### src/rtl/vga_pkg.sv
// Shared types and constants for the VGA generator: pixel colour, source
// selection and the colour-bar palette.
package vga_pkg;

  typedef logic [23:0] rgb_t;

  typedef enum logic [1:0] {
    MODE_GRID   = 2'd0,
    MODE_BARS   = 2'd1,
    MODE_STREAM = 2'd2,
    MODE_SOLID  = 2'd3
  } mode_t;

  localparam rgb_t RGB_WHITE = 24'hFFFFFF;
  localparam rgb_t RGB_BLACK = 24'h000000;

  // Left-to-right bar colours
  localparam rgb_t BAR_COLORS [8] = '{
    24'hFFFFFF, 24'hFFFF00, 24'h00FFFF, 24'h00FF00,
    24'hFF00FF, 24'hFF0000, 24'h0000FF, 24'h000000
  };

endpackage

### src/rtl/video_if.sv
// Display-side video bundle: pixel clock, syncs, blank and 24-bit RGB.
interface video_if;
  import vga_pkg::*;

  logic CLK;
  logic HS;
  logic VS;
  logic BLANK;
  rgb_t RGB;

  modport master (output CLK, HS, VS, BLANK, RGB);
  modport slave  (input  CLK, HS, VS, BLANK, RGB);
endinterface

### src/rtl/vga_timing.sv
// Horizontal/vertical raster counters with raw sync, active-area and
// start-of-frame decodes. Line and frame order: front porch, pulse, back porch, active.
module vga_timing #(
  parameter int HDISP  = 800,
  parameter int VDISP  = 480,
  parameter int HFP    = 40,
  parameter int HPULSE = 48,
  parameter int HBP    = 40,
  parameter int VFP    = 13,
  parameter int VPULSE = 3,
  parameter int VBP    = 29,
  localparam int HW    = HDISP + HFP + HPULSE + HBP,
  localparam int VW    = VDISP + VFP + VPULSE + VBP,
  localparam int HBITS = $clog2(HW),
  localparam int VBITS = $clog2(VW)
) (
  input  logic             pixel_clk,
  input  logic             pixel_rst,
  output logic [HBITS-1:0] h,
  output logic [VBITS-1:0] v,
  output logic             active,
  output logic             hs_raw,
  output logic             vs_raw,
  output logic             sof
);

  localparam logic [HBITS-1:0] H_LAST   = HBITS'(HW - 1);
  localparam logic [VBITS-1:0] V_LAST   = VBITS'(VW - 1);
  localparam logic [HBITS-1:0] H_ACT    = HBITS'(HW - HDISP);
  localparam logic [VBITS-1:0] V_ACT    = VBITS'(VW - VDISP);
  localparam logic [HBITS-1:0] HS_START = HBITS'(HFP);
  localparam logic [HBITS-1:0] HS_END   = HBITS'(HFP + HPULSE);
  localparam logic [VBITS-1:0] VS_START = VBITS'(VFP);
  localparam logic [VBITS-1:0] VS_END   = VBITS'(VFP + VPULSE);

  logic [HBITS-1:0] h_reg;
  logic [VBITS-1:0] v_reg;

  always_ff @(posedge pixel_clk or posedge pixel_rst) begin
    if (pixel_rst) begin
      h_reg <= '0;
      v_reg <= '0;
    end else if (h_reg == H_LAST) begin
      h_reg <= '0;
      v_reg <= (v_reg == V_LAST) ? '0 : v_reg + 1'b1;
    end else begin
      h_reg <= h_reg + 1'b1;
    end
  end

  assign h      = h_reg;
  assign v      = v_reg;
  assign active = (h_reg >= H_ACT) && (v_reg >= V_ACT);
  assign hs_raw = (h_reg >= HS_START) && (h_reg < HS_END);
  assign vs_raw = (v_reg >= VS_START) && (v_reg < VS_END);
  assign sof    = (h_reg == '0) && (v_reg == '0);

endmodule

### src/rtl/vga_gen.sv
// VGA generator: selects one of four pixel sources per frame, runs the
// stream handshake and registers every display output one cycle after the raster position.
module vga_gen
  import vga_pkg::*;
#(
  parameter int HDISP  = 800,
  parameter int VDISP  = 480,
  parameter int HFP    = 40,
  parameter int HPULSE = 48,
  parameter int HBP    = 40,
  parameter int VFP    = 13,
  parameter int VPULSE = 3,
  parameter int VBP    = 29,
  parameter int HS_POL = 0,
  parameter int VS_POL = 0,
  parameter int GRID   = 16
) (
  input  logic        pixel_clk,
  input  logic        pixel_rst,
  input  logic [1:0]  mode,
  input  logic [23:0] solid_rgb,
  input  logic [23:0] pix_data,
  input  logic        pix_valid,
  output logic        pix_ready,
  output logic        frame_start,
  output logic        underflow,
  video_if.master     video_ifm
);

  localparam int HW    = HDISP + HFP + HPULSE + HBP;
  localparam int VW    = VDISP + VFP + VPULSE + VBP;
  localparam int HBITS = $clog2(HW);
  localparam int VBITS = $clog2(VW);

  localparam logic [HBITS-1:0] X_ORG  = HBITS'(HW - HDISP);
  localparam logic [VBITS-1:0] Y_ORG  = VBITS'(VW - VDISP);
  localparam logic [HBITS-1:0] X_MASK = HBITS'(GRID - 1);
  localparam logic [VBITS-1:0] Y_MASK = VBITS'(GRID - 1);
  localparam logic             HS_ACT = (HS_POL != 0);
  localparam logic             VS_ACT = (VS_POL != 0);

  logic [HBITS-1:0] h;
  logic [VBITS-1:0] v;
  logic             active;
  logic             hs_raw;
  logic             vs_raw;
  logic             sof;

  vga_timing #(
    .HDISP (HDISP), .VDISP (VDISP),
    .HFP   (HFP),   .HPULSE(HPULSE), .HBP(HBP),
    .VFP   (VFP),   .VPULSE(VPULSE), .VBP(VBP)
  ) u_timing (
    .pixel_clk(pixel_clk),
    .pixel_rst(pixel_rst),
    .h        (h),
    .v        (v),
    .active   (active),
    .hs_raw   (hs_raw),
    .vs_raw   (vs_raw),
    .sof      (sof)
  );

  mode_t            mode_q;
  logic             hs_reg;
  logic             vs_reg;
  logic             blank_reg;
  rgb_t             rgb_reg;
  logic             frame_start_reg;
  logic             underflow_reg;
  rgb_t             rgb_next;
  logic [HBITS-1:0] x;
  logic [VBITS-1:0] y;
  logic             grid_on;
  logic [6:0]       bar_thermo;
  logic [2:0]       bar_idx;

  assign x       = h - X_ORG;
  assign y       = v - Y_ORG;
  assign grid_on = ((x & X_MASK) == '0) || ((y & Y_MASK) == '0);

  // Bar k starts at the first x with x*8/HDISP >= k, i.e. ceil(k*HDISP/8),
  // so the bar index is a thermometer count and needs no divider.
  genvar gi;
  generate
    for (gi = 1; gi < 8; gi++) begin : g_bar_thr
      localparam int THR = (gi * HDISP + 7) / 8;
      assign bar_thermo[gi-1] = (x >= HBITS'(THR));
    end
  endgenerate

  always_comb begin
    bar_idx = '0;
    for (int i = 0; i < 7; i++) begin
      bar_idx = bar_idx + 3'(bar_thermo[i]);
    end
  end

  assign pix_ready = active && (mode_q == MODE_STREAM);

  always_comb begin
    rgb_next = RGB_BLACK;
    case (mode_q)
      MODE_GRID:   rgb_next = grid_on ? RGB_WHITE : RGB_BLACK;
      MODE_BARS:   rgb_next = BAR_COLORS[bar_idx];
      MODE_STREAM: rgb_next = pix_valid ? pix_data : RGB_BLACK;
      MODE_SOLID:  rgb_next = solid_rgb;
      default:     rgb_next = RGB_BLACK;
    endcase
  end

  always_ff @(posedge pixel_clk or posedge pixel_rst) begin
    if (pixel_rst) begin
      mode_q          <= MODE_GRID;
      hs_reg          <= ~HS_ACT;
      vs_reg          <= ~VS_ACT;
      blank_reg       <= 1'b0;
      rgb_reg         <= RGB_BLACK;
      frame_start_reg <= 1'b0;
      underflow_reg   <= 1'b0;
    end else begin
      hs_reg          <= hs_raw ? HS_ACT : ~HS_ACT;
      vs_reg          <= vs_raw ? VS_ACT : ~VS_ACT;
      blank_reg       <= active;
      frame_start_reg <= sof;
      // Source is only switched at (0,0) so a frame never mixes sources
      if (sof) begin
        mode_q <= mode_t'(mode);
      end
      if (active) begin
        rgb_reg <= rgb_next;
      end
      if (pix_ready && !pix_valid) begin
        underflow_reg <= 1'b1;
      end
    end
  end

  assign frame_start     = frame_start_reg;
  assign underflow       = underflow_reg;
  assign video_ifm.CLK   = pixel_clk;
  assign video_ifm.HS    = hs_reg;
  assign video_ifm.VS    = vs_reg;
  assign video_ifm.BLANK = blank_reg;
  assign video_ifm.RGB   = rgb_reg;

endmodule

### src/flat_wrapper.sv
// flat-port wrapper written by rule: the top's interface ports become plain ports
module vga_gen_flat import vga_pkg::*;
#(
  parameter int HDISP  = 800,
  parameter int VDISP  = 480,
  parameter int HFP    = 40,
  parameter int HPULSE = 48,
  parameter int HBP    = 40,
  parameter int VFP    = 13,
  parameter int VPULSE = 3,
  parameter int VBP    = 29,
  parameter int HS_POL = 0,
  parameter int VS_POL = 0,
  parameter int GRID   = 16
)
  (pixel_clk, pixel_rst, mode, solid_rgb, pix_data, pix_valid, pix_ready, frame_start, underflow, video_ifm_CLK, video_ifm_HS, video_ifm_VS, video_ifm_BLANK, video_ifm_RGB);
  video_if video_ifm_i ();
  input  logic pixel_clk;
  input  logic pixel_rst;
  input  logic [1:0] mode;
  input  logic [23:0] solid_rgb;
  input  logic [23:0] pix_data;
  input  logic pix_valid;
  output logic pix_ready;
  output logic frame_start;
  output logic underflow;
  output wire logic [$bits(video_ifm_i.CLK)-1:0] video_ifm_CLK;
  output wire logic [$bits(video_ifm_i.HS)-1:0] video_ifm_HS;
  output wire logic [$bits(video_ifm_i.VS)-1:0] video_ifm_VS;
  output wire logic [$bits(video_ifm_i.BLANK)-1:0] video_ifm_BLANK;
  output wire logic [$bits(video_ifm_i.RGB)-1:0] video_ifm_RGB;
  assign video_ifm_CLK = video_ifm_i.CLK;
  assign video_ifm_HS = video_ifm_i.HS;
  assign video_ifm_VS = video_ifm_i.VS;
  assign video_ifm_BLANK = video_ifm_i.BLANK;
  assign video_ifm_RGB = video_ifm_i.RGB;
  vga_gen #(.HDISP(HDISP), .VDISP(VDISP), .HFP(HFP), .HPULSE(HPULSE), .HBP(HBP), .VFP(VFP), .VPULSE(VPULSE), .VBP(VBP), .HS_POL(HS_POL), .VS_POL(VS_POL), .GRID(GRID)) u_core (.pixel_clk(pixel_clk), .pixel_rst(pixel_rst), .mode(mode), .solid_rgb(solid_rgb), .pix_data(pix_data), .pix_valid(pix_valid), .pix_ready(pix_ready), .frame_start(frame_start), .underflow(underflow), .video_ifm(video_ifm_i));
endmodule
### config.mk
export PLATFORM = sky130hd
export DESIGN_NAME = vga_gen_flat
export DESIGN_NICKNAME = d
export VERILOG_FILES = /design/src/rtl/vga_pkg.sv /design/src/rtl/video_if.sv /design/src/rtl/vga_timing.sv /design/src/rtl/vga_gen.sv /design/src/flat_wrapper.sv
export SDC_FILE = /design/constraint.sdc
export NUM_CORES = 1
export LEC_CHECK = 0
export ABC_AREA = 1
export ABC_CLOCK_PERIOD_IN_PS = 4530
export BUFFER_PORTS_ARGS = -buffer_cell sky130_fd_sc_hd__buf_2
export CORE_MARGIN = 1
export CORE_UTILIZATION = 50
export DETAILED_ROUTE_END_ITERATION = 10
export PLACE_DENSITY = 0.76
export REMOVE_ABC_BUFFERS = 1
export SYNTH_ARGS = -nofsm -noshare
export SYNTH_HDL_FRONTEND = slang
export SYNTH_SLANG_ARGS = --single-unit
### constraint.sdc
create_clock -name pixel_clk -period 4.53 [get_ports pixel_clk]
set_input_delay 0.6795 -clock pixel_clk [delete_from_list [all_inputs] [get_ports pixel_clk]]
set_output_delay 0.6795 -clock pixel_clk [all_outputs]
set_load 0.05 [all_outputs]
# ---- Word-level counts from Yosys, hierarchy flattened
# Memories as Yosys holds them, arrays and structs flattened.
# Index checks and enable logic that the tools add are counted.
# Widths: inputs -> output; s select.
dict set report word_totals {
  ff_bits 51
  romBits 192
  inputBits 53
  out_inout_bits 31
  wordCells 62
  mem_count 1
}
# memory words width rd rd_clocked_by_memory_dff write_ports line_no
set mem_list {}
lappend mem_list {{(name not given)} 8 24 1 0 0 vga_gen.sv:105} ;# MODE_BARS: rgb_next = BAR_COLORS[bar_idx];
dict set report op_classes {
  add_sub_neg 10
  magnitude_cmp 14
  eq_ne 5
  n_mux 9
  bitwise_logic 1
  reduce_logical 13
}
# operator count
set op_table {}
lappend op_table {{$mux 24} 4}
lappend op_table {{$pmux 24 s4} 1}
lappend op_table {{$logic_not 10->1} 4}
lappend op_table {{$ge 10x9->1 const B} 3}
lappend op_table {{$add 10x1->10 const B} 2}
lappend op_table {{$eq 10x10->1 const B} 2}
lappend op_table {{$ge 10x10->1 const B} 2}
lappend op_table {{$ge 10x6->1 const B} 2}
lappend op_table {{$ge 10x8->1 const B} 2}
lappend op_table {{$mux 10} 2}
lappend op_table {{$add 3x1->3} 5}
lappend op_table {{$ge 10x4->1 const B} 1}
lappend op_table {{$ge 10x7->1 const B} 1}
lappend op_table {{$lt 10x5->1 const B} 1}
lappend op_table {{$lt 10x7->1 const B} 1}
lappend op_table {{$sub 10x8->10 const B} 1}
lappend op_table {{$logic_and 1x1->1} 6}
lappend op_table {{$eq 2x2->1 const B} 2}
lappend op_table {{$ge 4x4->1 const B} 1}
lappend op_table {{$not 3->4} 1}
lappend op_table {{$sub 4x4->4 const B} 1}
lappend op_table {{$add 1x1->2} 1}
lappend op_table {{$eq 2x1->1 const B} 1}
lappend op_table {{$logic_not 2->1} 1}
lappend op_table {{3 further kinds} 4}

# ---- Logic depth before layout (Yosys ltp)
dict set report logic_depth {
  word_depth 13
  depth_mapped 20
  depth_no_buf 20
}

# ---- By module
# Synthesis repeated with hierarchy kept, for this count alone.
dict set report hier_totals {
  cells_unflattened 549
  area_unflattened_um2 3578.4
}
# module instances cells_each area_each_um2 seq_area_each_um2
set by_module_without_submodules {}
lappend by_module_without_submodules {vga_gen 1 364 2202.1 778.2}
lappend by_module_without_submodules {vga_timing 1 185 1376.3 500.5}

==> flow_summary_export.csv <==
group,metric,value,unit
logic_synthesis,synth-main-ff-cell,"dfrtp_1",
setup_path,critPathMaxStageDelay,0.54,ns
sta,rsz0062_at_grt,"false",
detailed_routing,drtPass1Iterations,8,
setup_path,end_kind,"register",
die,fp.dieW,84.5,um
cells_and_area,largest_reg_flops,24,
detailed_routing,post-route-drc-count,13,
setup_path,crit_arrival,4.50,ns
die,rows,29,
sta,setup_viol,0,
cells_and_area,fin_util,61.2,%
sta,fin_setup_tns,0,ns
detailed_routing,drt_first_iter_violations,200,
power,p_leak,2.14,nW
logic_synthesis,postSynth.asyncResetShare,100,%
place,place_inst,628,
setup_path,r2r.worst_path.cells,20,
logic_synthesis,synth_area,3400,sq um
cells_and_area,fin_cells,640,
logic_synthesis,synthCells,486,
sta,post-route-period-util,91.3,%
sta,slew_viol_final,0,
power,switching_power,0.000253,W
sta,max_slew.worst_pin.slew,1.06,ns
setup_path,crit_path_frequent_cell,"nand2_1",
setup_path,r2r-start,"u_core.u_timing.h[8]",
logic_synthesis,seq_area_frac_synth,37.6,%
clocking,clkTransAtPathRegs,0.10,ns
hold_path,hold_depth,3,
setup_path,critPathSlowestCell,"fa_1",
logic_synthesis,synth_seq_cells,51,
global_routing,grt_max_degree,52,
hold_path,hp-class,"input port to register",
setup_path,critPathLaunchType,"register",
die,core-area,6460,sq um
status,status,"complete, but fails checks",
clocking,cts-hold-fix-buffers,0,
detailed_routing,wl_per_cell,12.6,um
logic_synthesis,synthAdderAreaFrac,6.18,%
place,dp_hpwl,5780,um
logic_synthesis,yosysWarnings,0,
clocking,tritoncts,"yes",
sta,finalHoldViolations,0,
die,die_area,7140,sq um
place,globalplace.congestion,0.910,
die,die_h,84.5,um
hold_path,hp-start,"mode[0]",
cells_and_area,stdcell_area,3950,sq um
cells_and_area,drive_gt1_share,21.0,%
clocking,clkLatencyLatePin,0.42,ns
power,p_per_area,244,nW/um^2
global_routing,gr-usage-all-layers,23.6,%
power,p_comb_share,7.3,%
die,io_pins,84,
detailed_routing,drt.antenna.violating_nets,0,
die,start_util,52.7,%
setup_path,critPathMaxFanout,8,
logic_synthesis,synth-xor-area-share,2.83,%
run,drv_cap,0,
setup_path,reg2reg_slack,0.40,ns
global_routing,overflow,0,
logic_synthesis,muxShareOfSynthArea,0,%
power,vdd_drop_max,0.289,mV
hold_path,hold_end,"u_core.mode_q[0]",
detailed_routing,vias_per_cell,5.13,
setup_path,cp.required,4.89,ns
logic_synthesis,avgSynthCellArea,7.00,sq um
cells_and_area,nets,630,
place,portBuffers,83,
sta,fin_crit,4.13,ns
logic_synthesis,synth_compound_area_share,8.49,%
power,p_sw_share,26.1,%
power,clkPwrFrac,45.2,%
status,failed_checks,"design-rule violations",
cells_and_area,diodes,0,
power,intPower,0.000714,W
global_routing,grt_pass1_vias,3059,
cells_and_area,area_growth,16.2,%
sta,whs,0.461,ns
detailed_routing,drt-total-wl,8050,um
logic_synthesis,yosys.area_share.simple,33.7,%
global_routing,antenna_found_initial,0,
sta,maxSlewHeadroom,29.3,%
setup_path,crit_chain,"inv_1 -> ha_1 -> or2_2 -> nand2_1 -> nor2_1 -> nand3_1 -> o21ai_0 -> ha_1 -> fa_1 -> inv_1 -> fa_1 -> inv_1 -> ha_1 -> fa_1 -> xor2_2 -> nor2_4 -> nor2_1 -> nand2_1 -> nand2_1 -> nand2_1",
logic_synthesis,synth_top_family_by_area,"simple AND/OR/NAND/NOR gates",
logic_synthesis,synth_edf_count,0,
place,post_dp_cell_area,3770,sq um
setup_path,criticalPathCategory,"register to register",
sta,skew,0.0103,ns
logic_synthesis,synth.distinct_cells,35,
setup_path,timing.rr.end,"u_core.video_ifm.RGB[10]",
detailed_routing,num_vias,3285,
global_routing,grt_pass1_wl,13700,um
sta,fmax,0.242,GHz
power,p_seq_share,47.5,%
[worst max-delay path: cells and delay by family (launching register included)]
kind	cells	cell delay [ns]
DFF	1	0.38
and+or+nand+nor	9	1.06
xor gates and xnor gates	1	0.20
AOI/OAI and AO/OA	1	0.08
adders and majority gates	6	2.17
buffers and inverters	3	0.20
[cells in the final DEF (no fill, tap or decap), types with 2 or more instances in the layout]
| cell | count |
|---|---|
| nand2_1 | 173 |
| o22ai_1 | 16 |
| inv_2 | 6 |
| nor2_1 | 57 |
| ha_1 | 12 |
| inv_1 | 52 |
| or2_2 | 2 |
| o31ai_1 | 2 |
| buf_4 | 3 |
| nor3_1 | 7 |
| a21oi_1 | 5 |
| xor2_1 | 9 |
| nand3_1 | 27 |
| clkbuf_8 | 8 |
| o21ai_1 | 4 |
| o21ai_0 | 19 |
| fa_1 | 3 |
| nand2_2 | 3 |
| nand4_1 | 3 |
| dfrtp_1 | 49 |
| dfstp_2 | 2 |
| nand3_2 | 2 |
| buf_2 | 83 |
[layer usage]
layer | vias up | GRT usage [%] | wire (um)
met1 | 1495 | 31.0 | 3670
met5 | - | 0 | 0
li1 | 1667 | - | -
met4 | 0 | 6.01 | 99
met3 | 11 | 4.42 | 477
met2 | 112 | 40.4 | 3800
[final cells by class]
type | instances | area (sq um)
clock buffer | 9 | 115
timing repair buffer | 85 | 433
inverter | 59 | 226
sequential | 51 | 1280
clock inverter | 3 | 43.8
fill | 617 | 2500
multi-input combinational | 356 | 1760
tap | 77 | 96.3
[logic make-up after synthesis]
logic type | Yosys count
xor+xnor | 11
fa+ha+maj | 15
simple gates | 280
flops | 51
buf+inv | 79
compound gates | 50
[power by group through the flow]
stage | Combinational, W | Clock (W) | Sequential, W
final | 0.0000710 | 0.000436 | 0.000459
after global routing | 0.0000836 | 0.000464 | 0.000459
after CTS | 0.0000717 | 0.000447 | 0.000459
after detailed placement | 0.0000711 | 0.0000421 | 0.000468
after global placement | 0.0000703 | 0.0000421 | 0.000468
after floorplan | 0.0000375 | 0 | 0.000467
[per-stage QoR]
step / setup WS (ns) / power, W
final: 0.395 / 0.000967
after global routing: 0.0644 / 0.00101
after CTS: 0.0770 / 0.000978
after detailed placement: 0.0948 / 0.000581
after global placement: 0.237 / 0.000580
after floorplan: 0.424 / 0.000504
[Yosys cell counts (all sizes together) (2+ instances only)]
| master | n | area, sq um |
|---|---|---|
| nand2 | 177 | 679 |
| inv | 59 | 226 |
| nor2 | 59 | 221 |
| dfrtp | 49 | 1230 |
| nand3 | 29 | 155 |
| o21ai | 23 | 115 |
| buf | 17 | 144 |
| o22ai | 16 | 100 |
| ha | 12 | 150 |
| xor2 | 10 | 87.6 |
| nor3 | 7 | 35.0 |
| a21oi | 5 | 25.0 |
| nand4 | 4 | 31.3 |
| clkbuf | 3 | 11.3 |
| fa | 3 | 60.1 |
| or2 | 3 | 18.8 |
| dfstp | 2 | 52.6 |
| o31ai | 2 | 15.0 |
[worst max-delay path by stage]
| stage | startpoint | end | slack (ns) | cells past startpoint |
|---|---|---|---|---|
| floorplan | u_core.u_timing.h[7] | u_core.video_ifm.RGB[10] | 0.42 | 20 |
| global placement | u_core.u_timing.h[8] | u_core.video_ifm.RGB[14] | 0.24 | 20 |
| detailed placement | u_core.u_timing.h[8] | u_core.video_ifm.RGB[10] | 0.09 | 20 |
| CTS | u_core.u_timing.h[8] | u_core.video_ifm.RGB[10] | 0.08 | 20 |
| global route | u_core.u_timing.h[8] | u_core.video_ifm.RGB[9] | 0.06 | 20 |
| finish | u_core.u_timing.h[8] | u_core.video_ifm.RGB[10] | 0.40 | 20 |
[repair_timing]
item,CTS,global route
setup endpoints to repair,0,16
setup buffers,0,1
resized for setup,0,4
(Power assumes the default switching activity.)
